`src/rtl/sysid_check.sv`:
```
// Reads the system-ID and timestamp registers over Avalon-MM and compares them
// against the values this image was built with; reports pass, mismatch or read timeout.
module sysid_check #(
    parameter logic [31:0] EXPECTED_ID        = 32'd0,
    parameter logic [31:0] EXPECTED_TIMESTAMP = 32'd1362923971,
    parameter int unsigned TIMEOUT            = 255,
    parameter bit          AUTO_START         = 1'b1
) (
    input  logic        clock,
    input  logic        reset,
    input  logic        start,
    output logic        address,
    output logic        read,
    input  logic [31:0] readdata,
    input  logic        waitrequest,
    output logic        busy,
    output logic        done,
    output logic        pass,
    output logic        id_ok,
    output logic        ts_ok,
    output logic        timeout,
    output logic [31:0] id_value,
    output logic [31:0] ts_value
);

    typedef enum logic [2:0] {IDLE, RD_ID, RD_TS, DONE, FAIL} state_t;

    localparam logic [16:0] TIMEOUT_W = 17'(TIMEOUT);

    state_t      state_q, state_d;
    logic        armed_q, armed_d;
    logic [15:0] wait_cnt_q, wait_cnt_d;
    logic        id_ok_q, id_ok_d;
    logic        ts_ok_q, ts_ok_d;
    logic [31:0] id_value_q, id_value_d;
    logic [31:0] ts_value_q, ts_value_d;

    logic [16:0] wait_next;
    logic        last_wait;

    always_ff @(posedge clock or posedge reset) begin
        if (reset) begin
            state_q    <= IDLE;
            armed_q    <= AUTO_START;
            wait_cnt_q <= '0;
            id_ok_q    <= 1'b0;
            ts_ok_q    <= 1'b0;
            id_value_q <= '0;
            ts_value_q <= '0;
        end else begin
            state_q    <= state_d;
            armed_q    <= armed_d;
            wait_cnt_q <= wait_cnt_d;
            id_ok_q    <= id_ok_d;
            ts_ok_q    <= ts_ok_d;
            id_value_q <= id_value_d;
            ts_value_q <= ts_value_d;
        end
    end

    // The stalled edge that would bring the count up to TIMEOUT abandons the read.
    assign wait_next = {1'b0, wait_cnt_q} + 17'd1;
    assign last_wait = (wait_next == TIMEOUT_W);

    always_comb begin
        state_d    = state_q;
        armed_d    = armed_q;
        wait_cnt_d = wait_cnt_q;
        id_ok_d    = id_ok_q;
        ts_ok_d    = ts_ok_q;
        id_value_d = id_value_q;
        ts_value_d = ts_value_q;
        case (state_q)
            IDLE: begin
                if (start || armed_q) begin
                    state_d    = RD_ID;
                    armed_d    = 1'b0;
                    wait_cnt_d = '0;
                end
            end
            RD_ID: begin
                if (!waitrequest) begin
                    id_value_d = readdata;
                    id_ok_d    = (readdata == EXPECTED_ID);
                    state_d    = RD_TS;
                    wait_cnt_d = '0;
                end else if (last_wait) begin
                    state_d = FAIL;
                end else begin
                    wait_cnt_d = wait_next[15:0];
                end
            end
            RD_TS: begin
                if (!waitrequest) begin
                    ts_value_d = readdata;
                    ts_ok_d    = (readdata == EXPECTED_TIMESTAMP);
                    state_d    = DONE;
                end else if (last_wait) begin
                    state_d = FAIL;
                end else begin
                    wait_cnt_d = wait_next[15:0];
                end
            end
            DONE, FAIL: begin
                // Captured values survive a rerun until the new reads overwrite them.
                if (start) begin
                    state_d    = RD_ID;
                    id_ok_d    = 1'b0;
                    ts_ok_d    = 1'b0;
                    wait_cnt_d = '0;
                end
            end
            default: state_d = IDLE;
        endcase
    end

    always_comb begin
        busy     = (state_q == RD_ID) || (state_q == RD_TS);
        read     = busy;
        address  = (state_q == RD_TS);
        done     = (state_q == DONE) || (state_q == FAIL);
        timeout  = (state_q == FAIL);
        pass     = (state_q == DONE) && id_ok_q && ts_ok_q;
        id_ok    = id_ok_q;
        ts_ok    = ts_ok_q;
        id_value = id_value_q;
        ts_value = ts_value_q;
    end

endmodule

```
`config.mk`:
```
export PLATFORM = sky130hd
export DESIGN_NAME = sysid_check
export DESIGN_NICKNAME = d
export VERILOG_FILES = /design/src/rtl/sysid_check.sv
export SDC_FILE = /design/constraint.sdc
export NUM_CORES = 1
export LEC_CHECK = 0
export ABC_AREA = 1
export CORE_UTILIZATION = 49
export DETAILED_ROUTE_END_ITERATION = 10
export GPL_TIMING_DRIVEN = 1
export PLACE_DENSITY = 0.91
export SLEW_MARGIN = 15
export SYNTH_ARGS = -nofsm -noshare
export SYNTH_HDL_FRONTEND = slang
export SYNTH_SLANG_ARGS = --single-unit
```
`constraint.sdc`:
```
create_clock -name clock -period 3.7 [get_ports clock]
set_input_delay 1.11 -clock clock [delete_from_list [all_inputs] [get_ports clock]]
set_output_delay 1.11 -clock clock [all_outputs]
set_load 0.05 [all_outputs]
```
==> results.cfg <==
[run_status]
status = complete, no violations

[drt]
drt-total-wl_um = 10860
vias = 3824
drt_iter0_drc = 171
ant_nets = 0
drc = 0
drt-pass1-iter-count = 5
wl_per_cell_um = 15.36
routed_via_density = 5.409

[power]
power_density_nw_per_um2 = 955.2
pwr-share-comb = 0.560
switching_share = 0.5058
p_leak_nw = 2.520
power.total_mw = 5.210
intPower_mw = 2.575
clkPwrFrac = 0.142
p_seq_frac = 0.298
vdd_drop_max_uv = 640.8
p_switching_mw = 2.635

[worst_setup_path]
critPathLaunchType = register
crit_arrival_ns = 2.25
cp_data_required_time_ns = 2.59
crit_path_end_kind = output port
crit_type = reg -> out
path_buf_inv = 3
crit_chain = nor2_1 > inv_1 > nor2_1 > inv_1 > nand2_1 > clkdlybuf4s50_1
cp_slowest_cell = clkdlybuf4s50_1
crit_family = buffers and inverters
slowest_delay_ns = 0.82
critPathMaxFanout = 7

[timing]
setup-violations-final = 0
fin_skew_ns = 0.01083
fin_crit_sh = 0.9087
period_needed_ns = 3.362
fmax_ghz = 0.2974
slew_viol_final = 0
worstMarginPinSlew_ns = 0.7188
tns_ns = 0
rsz0062_at_grt = no
maxSlewHeadroom = 0.5202
hold_violations = 0
setup_ws_ns = 0.3377
whs_ns = 0.4721

[global_route]
grtUsageTotal = 0.2663
gr-total-overflow = 0
grt_max_degree = 47
antenna_found_initial = 0
grt_first_pass_wirelength_um = 17800
grt_pass1_vias = 3779

[layout]
fin_util = 0.6950
area_growth_pct = 34.74
fin_area_um2 = 5454
nNetsFinal = 638
num_antenna_cells = 0
drive_above_1_share = 0.08264
fin_cells = 707

[cts]
cts_tree = yes
cts_setup_buffers = 0
clockBufferDepth = 2
cts_hold_buf = 0
cts_buffers = 9
clock_latency_ns = 0.37
htree_num_levels = 3
cts_root_buf = clkbuf_8
cts_sinks = 86
clk_pin_slew_ns = 0.09
cts-resized-gates = 0

[synthesis]
syn_area_um2 = 4048
synth_area_leader_cell = dfrtp_1
synthMostInstantiatedCell = nand2_1
ys.flop_type = dfrtp_1
synth-edff-count = 0
synth_seq_cells = 86
syn_inst = 494
ys_async_sr_fraction = 1.000
ys_seq_area_frac = 0.5320
avgSynthCellArea_um2 = 8.194
yosys_warnings = 0
ys_types = 33
syn-num-nets = 532
synth.top_cells.by_count = nand2_1 (130), dfrtp_1 (85), o21ai_0 (79)
yosysTopAreaCellShare = 0.5255
synthTopCellsByArea = dfrtp_1 (53%), nand2_1 (12%), o21ai_0 (9.8%)

[placed_design]
routabilityCongestion = 0.8945
place_area_um2 = 5234
portBuffers = 107
place_ws_ns = 0.7690
dp_hpwl_um = 7893
place.detailed.instances = 691

[die]
placementRows = 32
die_area_um2 = 8628
fp.dieW_um = 92.89
initial_utilization = 0.5158
io_pins = 108
core_area_um2 = 7848
die_h_um = 92.89

[min_path]
worstHoldPathType = reg -> reg

[run]
maxCapViolCount = 0
==> registers in the layout (all words and copies together) (netlist names) <==
signal	flops
armed_q	1
ts_value	32
wait_cnt_q	16
id_ok	1
state_q	3
id_value	32
ts_ok	1
==> power by group through the flow <==
stage          Clock [mW]  Sequential (mW)  Combinational (mW)
2_1_floorplan           0             2.64               0.811
3_3_place_gp            0             1.54                2.82
4_1_cts             0.742             1.55                2.92
3_5_place_dp            0             1.55                2.91
6_report            0.740             1.55                2.92
5_1_grt             0.784             1.59                3.10
==> tightest hold or removal path: stages, from the launching register on <==
cell and delay [ns]:
dfstp_2 0.37, inv_1 0.06, nor2_1 0.05
==> worst paths after layout <==
| check | start | endpoint | slack, ns | cells after the start |
|---|---|---|---|---|
| worst max register to register | wait_cnt_q[1]$_DFFE_PP0P_ | wait_cnt_q[15]$_DFFE_PP0P_ | 1.51 | 12 |
| worst min-delay path | armed_q$_DFFE_PP1P_ | armed_q$_DFFE_PP1P_ | 0.47 | 2 |
| max in group asynchronous | reset | armed_q$_DFFE_PP1P_ | 1.81 | 3 |
| min in group asynchronous | reset | wait_cnt_q[9]$_DFFE_PP0P_ | 1.16 | 2 |
| worst min register to register | armed_q$_DFFE_PP1P_ | armed_q$_DFFE_PP1P_ | 0.47 | 2 |
| worst max-delay path | state_q[2]$_DFFE_PP0P_ | read | 0.34 | 6 |
==> kinds of logic after synthesis <==
group | count (synthesis) | synth area share
AND/OR/NAND/NOR | 225 | 0.2430
adder cells (fa/ha/maj) | 2 | 0.006181
flip-flops | 86 | 0.5320
buffers and inverters | 82 | 0.08006
AO/OA/AOI/OAI | 96 | 0.1323
XOR/XNOR | 3 | 0.006493
==> cells in the final DEF, fill, tap and decap left out, types with 3 or more instances in the layout <==
cell             instances
inv_2                    3
nor2_1                  41
nor3_1                   8
buf_4                    5
clkdlybuf4s50_1        106
nor4_1                   7
clkbuf_8                 9
nand3_1                 10
o2111ai_1                8
dfrtp_1                 85
nor2_2                   9
nand2_2                  5
nand4_1                 10
nand2_1                129
o21ai_0                 79
nor2_4                   3
inv_1                   60
==> layer usage <==
layer	share of wire	track usage	wire, um
met5	0	0	0
met4	0.036	0.1141	393
met3	0.062	0.06404	676
met2	0.50	0.4442	5403
met1	0.40	0.3294	4387
==> area by class of cell <==
class,count,area (um^2)
sequential,86,2153
timing repair buffer,113,1139
tap,102,127.6
fill,590,2394
clock buffer,10,127.6
multi-input combinational,326,1573
inverter,64,241.5
clock inverter,6,92.59
Power figures use the tool's default switching activity.
